<file path="src/rtl/n_bit_bcd_display_if.sv">
// rtl/n_bit_bcd_display_if.sv - display register read/convert/scan bundle
interface n_bit_bcd_display_if #(
  parameter int N      = 32,
  parameter int DIGITS = 10
);
  localparam int SEL_W = (DIGITS > 1) ? $clog2(DIGITS) : 1;

  logic [N-1:0]          rd;
  logic                  load;
  logic [4*DIGITS-1:0]   bcd;
  logic                  neg;
  logic                  busy;
  logic                  done;
  logic [SEL_W-1:0]      digit_sel;
  logic [3:0]            digit;
  logic                  blank;

  modport master (
    output rd, load,
    input  bcd, neg, busy, done, digit_sel, digit, blank
  );

  modport slave (
    input  rd, load,
    output bcd, neg, busy, done, digit_sel, digit, blank
  );
endinterface

</file>
<file path="src/rtl/n_bit_bcd_display.sv">
// rtl/n_bit_bcd_display.sv - sequential double-dabble binary->BCD with scanned digit output
// Optional signed operands via N_BIT_BCD_SIGNED_EN.
module n_bit_bcd_display #(
  parameter int N        = 32,
  parameter int DIGITS   = 10,
  parameter int SCAN_DIV = 4
) (
  input logic               clk,
  input logic               reset,
  n_bit_bcd_display_if.slave bus
);
  localparam int BW    = 4 * DIGITS;
  localparam int SEL_W = (DIGITS > 1) ? $clog2(DIGITS) : 1;
  localparam int CW    = $clog2(N + 1);
  localparam int PW    = (SCAN_DIV > 1) ? $clog2(SCAN_DIV) : 1;

  typedef enum logic [1:0] {IDLE, SHIFT, LATCH} state_t;

  state_t            state_q;
  logic [N-1:0]      shift_q;
  logic [BW-1:0]     scratch_q;
  logic [BW-1:0]     bcd_q;
  logic [CW-1:0]     cnt_q;
  logic              neg_pend_q;
  logic              neg_q;
  logic              done_q;
  logic [PW-1:0]     presc_q;
  logic [SEL_W-1:0]  sel_q;

  logic [N-1:0]      op_d;
  logic              neg_load_d;
  logic [BW-1:0]     adj_d;
  logic [SEL_W-1:0]  msd_d;
  logic [3:0]        digit_d;

`ifdef N_BIT_BCD_SIGNED_EN
  // Magnitude as unsigned N bits, so the most negative value converts exactly.
  always_comb begin
    neg_load_d = bus.rd[N-1];
    op_d       = bus.rd[N-1] ? (~bus.rd + 1'b1) : bus.rd;
  end
`else
  always_comb begin
    neg_load_d = 1'b0;
    op_d       = bus.rd;
  end
`endif

  always_comb begin
    adj_d = scratch_q;
    for (int k = 0; k < DIGITS; k++) begin
      if (scratch_q[4*k +: 4] >= 4'd5) begin
        adj_d[4*k +: 4] = scratch_q[4*k +: 4] + 4'd3;
      end
    end
  end

  always_ff @(posedge clk) begin
    if (reset) begin
      state_q    <= IDLE;
      shift_q    <= '0;
      scratch_q  <= '0;
      cnt_q      <= '0;
      bcd_q      <= '0;
      neg_pend_q <= 1'b0;
      neg_q      <= 1'b0;
      done_q     <= 1'b0;
      presc_q    <= '0;
      sel_q      <= '0;
    end else begin
      done_q <= 1'b0;

      if (presc_q == PW'(SCAN_DIV - 1)) begin
        presc_q <= '0;
        sel_q   <= (sel_q == SEL_W'(DIGITS - 1)) ? '0 : sel_q + 1'b1;
      end else begin
        presc_q <= presc_q + 1'b1;
      end

      // A load in any state restarts; an aborted run never reaches LATCH.
      if (bus.load) begin
        shift_q    <= op_d;
        scratch_q  <= '0;
        cnt_q      <= CW'(N);
        neg_pend_q <= neg_load_d;
        state_q    <= SHIFT;
      end else begin
        case (state_q)
          IDLE: ;
          SHIFT: begin
            scratch_q <= {adj_d[BW-2:0], shift_q[N-1]};
            shift_q   <= shift_q << 1;
            cnt_q     <= cnt_q - 1'b1;
            if (cnt_q == CW'(1)) begin
              state_q <= LATCH;
            end
          end
          LATCH: begin
            bcd_q   <= scratch_q;
            neg_q   <= neg_pend_q;
            done_q  <= 1'b1;
            state_q <= IDLE;
          end
          default: state_q <= IDLE;
        endcase
      end
    end
  end

  // Scan output reads only the latched result; digit 0 is never blanked.
  always_comb begin
    msd_d   = '0;
    digit_d = 4'd0;
    for (int k = 0; k < DIGITS; k++) begin
      if (bcd_q[4*k +: 4] != 4'd0) begin
        msd_d = SEL_W'(k);
      end
      if (sel_q == SEL_W'(k)) begin
        digit_d = bcd_q[4*k +: 4];
      end
    end
  end

  assign bus.bcd       = bcd_q;
  assign bus.neg       = neg_q;
  assign bus.busy      = (state_q != IDLE);
  assign bus.done      = done_q;
  assign bus.digit_sel = sel_q;
  assign bus.digit     = digit_d;
  assign bus.blank     = (sel_q > msd_d);
endmodule

</file>
<file path="src/flat_wrapper.sv">
// flat-port wrapper written by rule: the top's interface ports become plain ports
module n_bit_bcd_display_flat 
#(
  parameter int N        = 32,
  parameter int DIGITS   = 10,
  parameter int SCAN_DIV = 4
)
  (clk, reset, bus_rd, bus_load, bus_bcd, bus_neg, bus_busy, bus_done, bus_digit_sel, bus_digit, bus_blank);
  n_bit_bcd_display_if #(.N(N), .DIGITS(DIGITS)) bus_i ();
  input logic clk;
  input logic reset;
  input wire logic [$bits(bus_i.rd)-1:0] bus_rd;
  input wire logic [$bits(bus_i.load)-1:0] bus_load;
  output wire logic [$bits(bus_i.bcd)-1:0] bus_bcd;
  output wire logic [$bits(bus_i.neg)-1:0] bus_neg;
  output wire logic [$bits(bus_i.busy)-1:0] bus_busy;
  output wire logic [$bits(bus_i.done)-1:0] bus_done;
  output wire logic [$bits(bus_i.digit_sel)-1:0] bus_digit_sel;
  output wire logic [$bits(bus_i.digit)-1:0] bus_digit;
  output wire logic [$bits(bus_i.blank)-1:0] bus_blank;
  assign bus_i.rd = bus_rd;
  assign bus_i.load = bus_load;
  assign bus_bcd = bus_i.bcd;
  assign bus_neg = bus_i.neg;
  assign bus_busy = bus_i.busy;
  assign bus_done = bus_i.done;
  assign bus_digit_sel = bus_i.digit_sel;
  assign bus_digit = bus_i.digit;
  assign bus_blank = bus_i.blank;
  n_bit_bcd_display #(.N(N), .DIGITS(DIGITS), .SCAN_DIV(SCAN_DIV)) u_core (.clk(clk), .reset(reset), .bus(bus_i));
endmodule
</file>
<file path="config.mk">
export PLATFORM = sky130hd
export DESIGN_NAME = n_bit_bcd_display_flat
export DESIGN_NICKNAME = d
export VERILOG_FILES = /design/src/rtl/n_bit_bcd_display_if.sv /design/src/rtl/n_bit_bcd_display.sv /design/src/flat_wrapper.sv
export SDC_FILE = /design/constraint.sdc
export NUM_CORES = 1
export LEC_CHECK = 0
export CAP_MARGIN = 40
export CORE_MARGIN = 10
export CORE_UTILIZATION = 55
export CTS_CLUSTER_SIZE = 20
export DETAILED_ROUTE_END_ITERATION = 6
export GPL_ROUTABILITY_DRIVEN = 0
export PLACE_DENSITY_LB_ADDON = 0.08
export RECOVER_POWER = 25
export SLEW_MARGIN = 20
export SYNTH_ARGS = -nofsm -noshare
export SYNTH_HDL_FRONTEND = slang
export SYNTH_SLANG_ARGS = --single-unit
</file>
<file path="constraint.sdc">
create_clock -name clk -period 3.2 [get_ports clk]
set_input_delay 0.48 -clock clk [delete_from_list [all_inputs] [get_ports clk]]
set_output_delay 0.48 -clock clk [all_outputs]
set_load 0.005 [all_outputs]
</file>
==> results_tabular.tex, run 1 <==
\begin{tabular}{lr}
\hline
Metric & Value \\
\hline
\multicolumn{2}{l}{\textbf{Placed design}} \\
\quad Post-DP Area & 6990 um2 \\
\quad PortBufs & 85 \\
\quad DP Cell Count & 929 \\
\quad DP Worst Slack & 0.133 ns \\
\quad Final HPWL DP & 10900 um \\
\multicolumn{2}{l}{\textbf{Floorplanning}} \\
\quad Die Height & 125 um \\
\quad DIE AREA & 15600 um2 \\
\quad Core Region & 10800 um2 \\
\quad Die width & 125 um \\
\quad Starting Density & 56.0\% \\
\quad Number of placed I/O pins & 87 \\
\quad Row cnt & 38 \\
\multicolumn{2}{l}{\textbf{Global route}} \\
\quad Number of global-route vias before repair & 5227 \\
\quad Pin count of the biggest net entering global routing & 82 \\
\quad Number of antenna violations at the first check in global routing & 0 \\
\quad Wire length of the first global-routing pass & 25800 um \\
\quad Overflow left after global routing & 0 \\
\quad Global Route Usage Sum & 19.4\% \\
\multicolumn{2}{l}{\textbf{Clock network}} \\
\quad Clock latency at the later pin of the worst-skew pair & 0.53 ns \\
\quad Htree depth & 4 \\
\quad CTS Buf Count & 17 \\
\quad Sink Count & 127 \\
\quad TritonCTS clock tree & yes \\
\quad Worst-case clock buffer depth & 2 \\
\quad Quantity of hold-fixing buffers added after cts & 0 \\
\quad Buffer type at the clock tree root & clkbuf\_8 \\
\quad Clock-pin transition on the worst setup and hold timing paths & 0.05 ns \\
\multicolumn{2}{l}{\textbf{Route}} \\
\quad 1st-pass router iterations & 6 \\
\quad Total Routed Length & 15900 um \\
\quad Total number of vias & 5579 \\
\quad Vias/cell & 5.79 \\
\quad Remaining design rule violation count & 0 \\
\quad Avg WL per Cell & 16.5 um \\
\quad Antenna-violating nets left & 0 \\
\quad Starting DRC count in detailed routing & 511 \\
\multicolumn{2}{l}{\textbf{Critical path}} \\
\quad Data arrival, critical path & 2.66 ns \\
\quad Data required time of the critical path & 2.72 ns \\
\quad CP max FO & 2 \\
\quad Type of the worst setup path & register to primary output \\
\quad Most used cell along the critical path & o21a\_1 \\
\quad Longest individual stage delay on the worst path & 0.52 ns \\
\quad CP max-delay cell & or4\_4 \\
\quad Cell breakdown of the critical path & or4\_4, o211ai\_1, a31oi\_1, o21bai\_1, ha\_2, nor2b\_1, o21a\_1, o21a\_1, o21a\_1, buf\_2 \\
\quad Critical path endpoint category & primary output \\
\quad Kind of start point of the critical path & register \\
\multicolumn{2}{l}{\textbf{Yosys}} \\
\quad Library cell with the largest summed area after synthesis & dfxtp\_1 \\
\quad Summed instance area of the synthesized netlist & 6070 um2 \\
\quad Ys flop type & dfxtp\_1 \\
\quad Fraction of post-synthesis cell area in the top cell type by area & 41.9\% \\
\quad Number of synthesized register bits & 127 \\
\quad Post-Synthesis Cells & 739 \\
\quad Syn Nets & 801 \\
\quad Synth cell types & 50 \\
\quad Top cells by area in the synthesized netlist & dfxtp\_1 (42\%), nand2\_1 (10\%), a21oi\_1 (6.6\%), ha\_1 (5.6\%), a311oi\_1 (4.5\%) \\
\quad Post-Syn Area per Cell & 8.22 um2 \\
\quad Total of warnings raised by yosys & 0 \\
\quad Number of enable-type register cells in the synthesized netlist & 0 \\
\quad Share of the yosys chip area belonging to registers & 41.9\% \\
\quad Share of flip-flops with an asynchronous set or reset & 0\% \\
\multicolumn{2}{l}{\textbf{STA}} \\
\quad Slew HR & -16.5\% \\
\quad Setup skew after layout & 0.00574 ns \\
\quad Post-route setup slack & 0.0621 ns \\
\quad Maximum clock frequency & 319 MHz \\
\quad Setup repair after global routing missed its margin & yes \\
\quad Tightest Pin Transition & 1.75 ns \\
\quad Final hold violation count & 0 \\
\quad TNS Setup & 0 ns \\
\quad Min Hold Slack & 0.365 ns \\
\quad Post-layout minimum cycle time & 3.14 ns \\
\quad Final setup vio count & 0 \\
\quad Max-slew violation count & 77 \\
\quad Ratio of final minimum period to clock period & 98.1\% \\
\multicolumn{2}{l}{\textbf{Status}} \\
\quad Violated checks & capacitance limit, slew limit \\
\quad Status & complete, but fails checks \\
\multicolumn{2}{l}{\textbf{Final layout}} \\
\quad Commonest non-fill, non-tap cell in the layout & nand2\_1 \\
\quad Total non-filler cell area in the finished layout & 7570 um2 \\
\quad Number of nets in the layout & 876 \\
\quad Non-filler instance count after layout & 963 \\
\quad Layout overhead on the synthesized area & 24.7\% \\
\quad Commonest cells after routing, fill and taps aside & nand2\_1 (163), dfxtp\_1 (122), clkdlybuf4s50\_1 (82) \\
\quad Fraction of layout instances using a drive strength above 1 & 8.38\% \\
\quad Number of diodes & 0 \\
\multicolumn{2}{l}{\textbf{Hold path}} \\
\quad Type of the most critical hold path & primary input to register \\
\multicolumn{2}{l}{\textbf{Pwr}} \\
\quad Static Leak & 2.77 nW \\
\quad Power density over cell area & 467 nW/um2 \\
\quad Peak ir drop on the vdd network & 0.325 mV \\
\multicolumn{2}{l}{\textbf{Job}} \\
\quad Max-Cap Viols & 2 \\
\hline
\end{tabular}
[cells in the mapped netlist (14+ instances only)]
cell,instances
a311oi_1,31
mux2i_1,17
a22o_1,20
inv_1,24
dfxtp_1,127
buf_2,21
clkbuf_1,17
a21oi_1,80
nand2_1,163
o21ai_0,24
nand2b_1,14
nor2_1,58
nand3_1,15
ha_1,27
[through the flow]
| step | power, mW | utilization, % |
|---|---|---|
| final | 3.54 | 69.8 |
| after global placement | 1.90 | 64.3 |
| after CTS | 3.55 | 69.7 |
| after detailed placement | 1.91 | 64.5 |
| after floorplan | 1.82 | - |
| after global routing | 3.65 | 69.8 |
[area by class of cell]
class / instances / area, um2
clock inverters: 1 / 5.00
fillers: 881 / 3270
clock buffers: 27 / 492
inverters: 25 / 93.8
flip-flops and latches: 127 / 2550
well taps: 140 / 175
repair buffers: 105 / 1000
multi-input cells: 538 / 3260
[flip-flops by register name (all words and copies together) (netlist names)]
name                  flops
u_core.bus.bcd           40
u_core.scratch_q         40
u_core.cnt_q              6
u_core.presc_q            2
u_core.state_q            2
u_core.bus.done           1
u_core.bus.digit_sel      4
u_core.shift_q           32
[per-layer routing]
layer | global-route usage (%) | vias up | share of wire, %
li1 | - | 2690 | -
met1 | 25.4 | 2633 | 46
met2 | 30.1 | 238 | 45
met3 | 6.08 | 18 | 8.4
met4 | 5.28 | 0 | 1.0
met5 | 0 | - | 0
[what timing repair did]
item | 4_1_cts | 5_1_grt
gates cloned | 0 | 0
buffers inserted | 5 | 0
setup endpoints to repair | 1 | 4
gates resized for setup | 18 | 4
pin swaps | 7 | 4
[power by group]
| group | switching, mW | total (mW) | internal (mW) |
|---|---|---|---|
| sequential | 0.0253 | 1.65 | 1.62 |
| clock | 0.639 | 1.65 | 1.02 |
| combinational | 0.134 | 0.234 | 0.100 |
| total | 0.798 | 3.54 | 2.74 |
[worst paths after layout]
| path | end | cells past startpoint | slack [ns] | start |
|---|---|---|---|---|
| setup / recovery | bus_blank | 10 | 0.06 | u_core.bus.bcd[9]$_SDFFE_PP0P_ |
| hold / removal | u_core.shift_q[13]$_SDFFE_PP0P_ | 3 | 0.36 | reset |
| setup reg to reg | u_core.shift_q[22]$_SDFFE_PP0P_ | 5 | 0.24 | u_core.state_q[1]$_SDFFE_PP0P_ |
| hold reg to reg | u_core.presc_q[0]$_SDFF_PP0_ | 1 | 0.43 | u_core.presc_q[0]$_SDFF_PP0_ |
[cells by family (layout without fill, tap and decap cells)]
group	Yosys count	in the layout	synth area share [%]
buf+inv	74	158	5.25
compound gates	174	174	18.3
simple gates	289	289	20.6
fa+ha+maj	27	27	5.56
other cells	1	1	0.0618
mux	22	22	4.66
flops	127	127	41.9
xor+xnor	25	25	3.61
[critical path: cells and delay by family, from the launching register on]
kind | cells | cell delay (ns)
fa+ha+maj | 1 | 0.19
flops | 1 | 0.32
buf+inv | 1 | 0.12
compound gates | 6 | 0.96
simple gates | 2 | 0.56
Power figures use the tool's default switching activity.
==> inputs of run 2 (changes only) <==
- MAX_ROUTING_LAYER: not set -> met4
==> results_tabular.tex, run 2 (synthesized netlist as in run 1, its figures left out) <==
\begin{tabular}{lr}
\hline
Metric & Value \\
\hline
\multicolumn{2}{l}{\textbf{Clock network}} \\
\quad Quantity of hold-fixing buffers added after cts & 0 (unchanged) \\
\quad Buffer type at the clock tree root & clkbuf\_8 \\
\quad CTS Buf Count & 17 (unchanged) \\
\quad Sink Count & 127 (unchanged) \\
\quad TritonCTS clock tree & yes \\
\quad Worst-case clock buffer depth & 2 (unchanged) \\
\quad Clock-pin transition on the worst setup and hold timing paths & 0.05 ns (about the same) \\
\quad Clock latency at the later pin of the worst-skew pair & 0.52 ns (about the same) \\
\quad Htree depth & 4 (unchanged) \\
\multicolumn{2}{l}{\textbf{STA}} \\
\quad Setup skew after layout & 0.00590 ns (+0.000167 ns) \\
\quad Ratio of final minimum period to clock period & 97.8\% (-0.31 points) \\
\quad Final hold violation count & 0 (unchanged) \\
\quad Slew HR & -19.1\% (-2.6 points) \\
\quad Maximum clock frequency & 320 MHz (+0.32\%) \\
\quad Final setup vio count & 0 (unchanged) \\
\quad Tightest Pin Transition & 1.79 ns (+0.0394 ns) \\
\quad Post-layout minimum cycle time & 3.13 ns (-0.00988 ns) \\
\quad Max-slew violation count & 76 (-1.3\%) \\
\quad TNS Setup & 0 ns (unchanged) \\
\quad Setup repair after global routing missed its margin & yes \\
\multicolumn{2}{l}{\textbf{Route}} \\
\quad Total Routed Length & 15900 um (-0.14\%) \\
\quad Avg WL per Cell & 16.5 um (-0.14\%) \\
\quad Antenna-violating nets left & 0 (unchanged) \\
\quad Starting DRC count in detailed routing & 527 (+3.1\%) \\
\quad Total number of vias & 5538 (-0.73\%) \\
\quad Remaining design rule violation count & 0 (unchanged) \\
\quad 1st-pass router iterations & 5 (-1) \\
\quad Vias/cell & 5.75 (-0.73\%) \\
\multicolumn{2}{l}{\textbf{Hold path}} \\
\quad HP Start & reset \\
\quad Type of the most critical hold path & primary input to register \\
\quad Number of cells on the worst hold path & 3 (unchanged) \\
\quad Sink of the worst hold path & u\_core.shift\_q[8]\$\_SDFFE\_PP0P\_ \\
\multicolumn{2}{l}{\textbf{Job}} \\
\quad Max-Cap Viols & 2 (unchanged) \\
\multicolumn{2}{l}{\textbf{Critical path}} \\
\quad Data arrival, critical path & 2.65 ns (about the same) \\
\quad Worst R2R Setup Slack & 0.26 ns (+0.02 ns) \\
\quad Type of the worst setup path & register to primary output \\
\quad Data required time of the critical path & 2.72 ns (about the same) \\
\quad CP max FO & 2 (unchanged) \\
\quad Kind of start point of the critical path & register \\
\quad Launch point of the worst reg-to-reg path & u\_core.state\_q[1]\$\_SDFFE\_PP0P\_ \\
\quad End of the worst register-to-register path & u\_core.shift\_q[22]\$\_SDFFE\_PP0P\_ \\
\quad Critical path endpoint category & primary output \\
\quad Path depth of the worst reg2reg path & 5 (unchanged) \\
\multicolumn{2}{l}{\textbf{Final layout}} \\
\quad Number of nets in the layout & 876 (unchanged) \\
\quad Layout overhead on the synthesized area & 24.7\% (unchanged) \\
\quad Commonest non-fill, non-tap cell in the layout & nand2\_1 \\
\quad Fraction of layout instances using a drive strength above 1 & 8.38\% (unchanged) \\
\quad Commonest cells after routing, fill and taps aside & nand2\_1 (163), dfxtp\_1 (122), clkdlybuf4s50\_1 (82) \\
\quad Total non-filler cell area in the finished layout & 7570 um2 (unchanged) \\
\quad Number of diodes & 0 (unchanged) \\
\quad Non-filler instance count after layout & 963 (unchanged) \\
\multicolumn{2}{l}{\textbf{Placed design}} \\
\quad Final HPWL DP & 10900 um (unchanged) \\
\quad Post-DP Area & 6990 um2 (unchanged) \\
\quad PortBufs & 85 (unchanged) \\
\quad DP Cell Count & 929 (unchanged) \\
\multicolumn{2}{l}{\textbf{Global route}} \\
\quad Global Route Usage Sum & 19.9\% (+0.58 points) \\
\quad Pin count of the biggest net entering global routing & 82 (unchanged) \\
\quad Global-route met1 utilization & 25.8\% (+0.41 points) \\
\quad Peak-usage layer in the global routing report & met2 \\
\quad Number of antenna violations at the first check in global routing & 0 (unchanged) \\
\quad Number of global-route vias before repair & 5207 (-0.38\%) \\
\quad Overflow left after global routing & 0 (unchanged) \\
\quad GR Util met3 & 5.66\% (-0.42 points) \\
\quad Met2 layer usage reported by global route & 30.0\% (-0.062 points) \\
\quad Wire length of the first global-routing pass & 25800 um (unchanged) \\
\multicolumn{2}{l}{\textbf{Floorplanning}} \\
\quad DIE AREA & 15600 um2 (unchanged) \\
\quad Die Height & 125 um (unchanged) \\
\quad Number of placed I/O pins & 87 (unchanged) \\
\quad Row cnt & 38 (unchanged) \\
\quad Starting Density & 56.0\% (unchanged) \\
\quad Die width & 125 um (unchanged) \\
\quad Core Region & 10800 um2 (unchanged) \\
\multicolumn{2}{l}{\textbf{Pwr}} \\
\quad Static Leak & 2.77 nW (unchanged) \\
\quad Peak ir drop on the vdd network & 0.323 mV (-0.81\%) \\
\quad Post-layout total power & 3.53 mW (-0.18\%) \\
\quad Power density over cell area & 466 nW/um2 (-0.18\%) \\
\multicolumn{2}{l}{\textbf{Status}} \\
\quad Status & complete, but fails checks \\
\quad Violated checks & capacitance limit, slew limit \\
\hline
\end{tabular}
-- run 2: cell counts in the layout (fill, tap and decap cells not counted) --
Identical to the previous run, type by type.
-- run 2: cell type report --
| class | count | area, um2 |
|---|---|---|
| clock buffer | 27 | 492 |
| clock inverter | 1 | 5.00 |
| fill | 881 | 3270 |
| inverter | 25 | 93.8 |
| multi-input combinational | 538 | 3260 |
| sequential | 127 | 2550 |
| tap | 140 | 175 |
| timing repair buffer | 105 | 1000 |
-- run 2: report_power, final --
group          internal, mW  switching, mW
registers              1.62         0.0252
logic                 0.101          0.133
clock network          1.02          0.633
total                  2.74          0.792
-- run 2: what timing repair did --
item | CTS | global route
gates cloned | 0 | 0
pin swaps | 7 | 4
setup buffers | 5 | 0
endpoints found under the setup margin | 1 | 4
gates resized for setup | 18 | 4
-- run 2: worst max-delay path: stages, from the launching register on --
cell	delay, ns
dfxtp_2	0.32
or4_4	0.51
o211ai_1	0.20
a31oi_1	0.11
o21bai_1	0.16
ha_2	0.19
nor2b_1	0.04
o21a_1	0.16
o21a_1	0.16
o21a_1	0.16
buf_2	0.12
-- run 2: through the flow --
stage / setup WS (ns) / hold WS, ns / utilization, %
detailed placement: 0.133 / 0.421 / 64.5
CTS: 0.0654 / 0.429 / 69.7
finish: 0.0720 / 0.299 / 69.8
global route: -0.0716 / 0.295 / 69.8
floorplan: 0.734 / 0.404 / -
global placement: 0.199 / 0.412 / 64.3
-- run 2: worst max-delay path by stage --
stage | startpoint | end | slack, ns | depth (start not counted)
after floorplan | u_core.bus.bcd[32]$_SDFFE_PP0P_ | bus_blank | 0.73 | 8
final | u_core.bus.bcd[9]$_SDFFE_PP0P_ | bus_blank | 0.07 | 10
after global placement | u_core.bus.bcd[32]$_SDFFE_PP0P_ | bus_blank | 0.20 | 9
after global routing | u_core.bus.bcd[9]$_SDFFE_PP0P_ | bus_blank | -0.07 | 10
after detailed placement | u_core.bus.bcd[32]$_SDFFE_PP0P_ | bus_blank | 0.13 | 9
after CTS | u_core.bus.bcd[9]$_SDFFE_PP0P_ | bus_blank | 0.07 | 10
-- run 2: metal layers --
metal  routed length [um]  vias to the layer above
met5                    0                        -
met4                  147                        0
met3                 1230                       18
met2                 7110                      215
met1                 7390                     2614
li1                     -                     2691
==> inputs of run 3 (changes only) <==
- MAX_ROUTING_LAYER: met4 -> not set
==> results of run 3 <==
Final layout, timing and power as in run 1 (identical DEF).
==> variant (flow settings as in run 3) <==
`N` is set to 32 in 3 places; all go to 128.
--- a/src/rtl/n_bit_bcd_display_if.sv
+++ b/src/rtl/n_bit_bcd_display_if.sv
@@ -1,5 +1,5 @@
 // rtl/n_bit_bcd_display_if.sv - display register read/convert/scan bundle
 interface n_bit_bcd_display_if #(
-  parameter int N      = 32,
+  parameter int N      = 128,
   parameter int DIGITS = 10
 );
--- a/src/rtl/n_bit_bcd_display.sv
+++ b/src/rtl/n_bit_bcd_display.sv
@@ -2,5 +2,5 @@
 // Optional signed operands via N_BIT_BCD_SIGNED_EN.
 module n_bit_bcd_display #(
-  parameter int N        = 32,
+  parameter int N        = 128,
   parameter int DIGITS   = 10,
   parameter int SCAN_DIV = 4
--- a/src/flat_wrapper.sv
+++ b/src/flat_wrapper.sv
@@ -2,5 +2,5 @@
 module n_bit_bcd_display_flat 
 #(
-  parameter int N        = 32,
+  parameter int N        = 128,
   parameter int DIGITS   = 10,
   parameter int SCAN_DIV = 4
Ports: changed (resized bus_rd); port bits go from 87 to 183. No check against the original RTL was run, so the function may have changed too.
==> variant against run 3 <==
- the run still ends with capacitance limit, slew limit left
- area after synthesis rose by 69%
- total power rose by 82%
- worst setup slack got worse by 0.059 ns
- sequential cell count rose by 98
- cell area rose by 71%
- via count rose by 71%
- wire length rose by 68%
- combinational power rose to 2.7 times the old value
==> variant: results (changes against run 3) <==
- Status: finished with violations
- Violated checks: capacitance limit, slew limit
- Slowest CP cell: or4_1
- P_sw: 1520 uW (+90%)
- CTS Sinks: 225 (+77%)
- Fill cell count: 1525 (+73%)
- ClkCell Share: 0.0617 (-0.00388)
- Layout Nets: 1584 (+81%)
- NonClk Buf Share: 0.157 (+0.0246)
- Clock Latency Late Sink: 0.51 ns (-0.02 ns)
- Worst min-delay path startpoint: u_core.presc_q[0]$_SDFF_PP0_
- Dpl cell area: 0.0122 sq mm (+74%)
- Final slew viol count: 178 (+130%)
- Total CTS buffers: 24 (+7)
- Mapped Avg Cell Area: 7.91 sq um (-3.8%)
- Clk pwr: 2790 uW (+69%)
- Util after Layout: 0.712 (+0.0140)
- Leakage: 0.00469 uW (+69%)
- FF-to-FF path depth: 4 (-1)
- Met2 wire length: 12100 um (+71%)
- Met1 Track Usage GR: 0.285 (+0.0307)
- GRT met2 Usage: 0.322 (+0.0215)
- Worst R2R Setup Slack: 0.60 ns (+0.36 ns)
- Multi-In Gates: 943 (+75%)
- MaxCap Viol Count: 1 (-1)
- Worst vdd ir: 0.000350 V (+7.7%)
- Met3 routed wirelength: 2110 um (+57%)
- First DRT Iteration DRCs: 634 (+24%)
- Largest net degree at the start of global routing: 178 (+120%)
- Post-Route Skew: 0.00994 ns (+0.00421 ns)
- First-pass GRT wire length: 43800 um (+70%)
- Final-layout clock buffer total: 34 (+26%)
- Syn Nets: 1459 (+82%)
- Clock Tree Buf Depth: 3 (+1)
- Register area share after synthesis: 0.438 (+0.0191)
-- variant: cell count changes after synthesis, sizes merged, moves of 4 or more --
cell,delta
nand2,+196
buf,+11
clkbuf,+47
nor2,+98
dfxtp,+98
a311oi,+96
nor2b,+4
nor3,+5
-- variant: worst register-to-register path, cell delays in order, from the launching register on --
cell and delay (ns):
dfxtp_1 0.43, nand2b_2 1.13, buf_4 0.47, nand2_1 0.11, a311oi_1 0.32
-- variant: what timing repair did --
item | 4_1_cts | 5_1_grt
resized for setup | 11 | 3
pin swaps | 6 | 1
setup buffers | 3 | 0
setup endpoints to repair | 1 | 4
-- variant: logic make-up (layout without fill, tap and decap cells) --
logic type	Yosys count	count (layout)	synth area share
xor+xnor	25	25	0.0213
compound gates	278	278	0.195
other cells	1	1	0.000365
simple gates	591	591	0.234
flops	225	225	0.438
mux	21	21	0.0229
fa+ha+maj	27	27	0.0328
buf+inv	133	275	0.0558
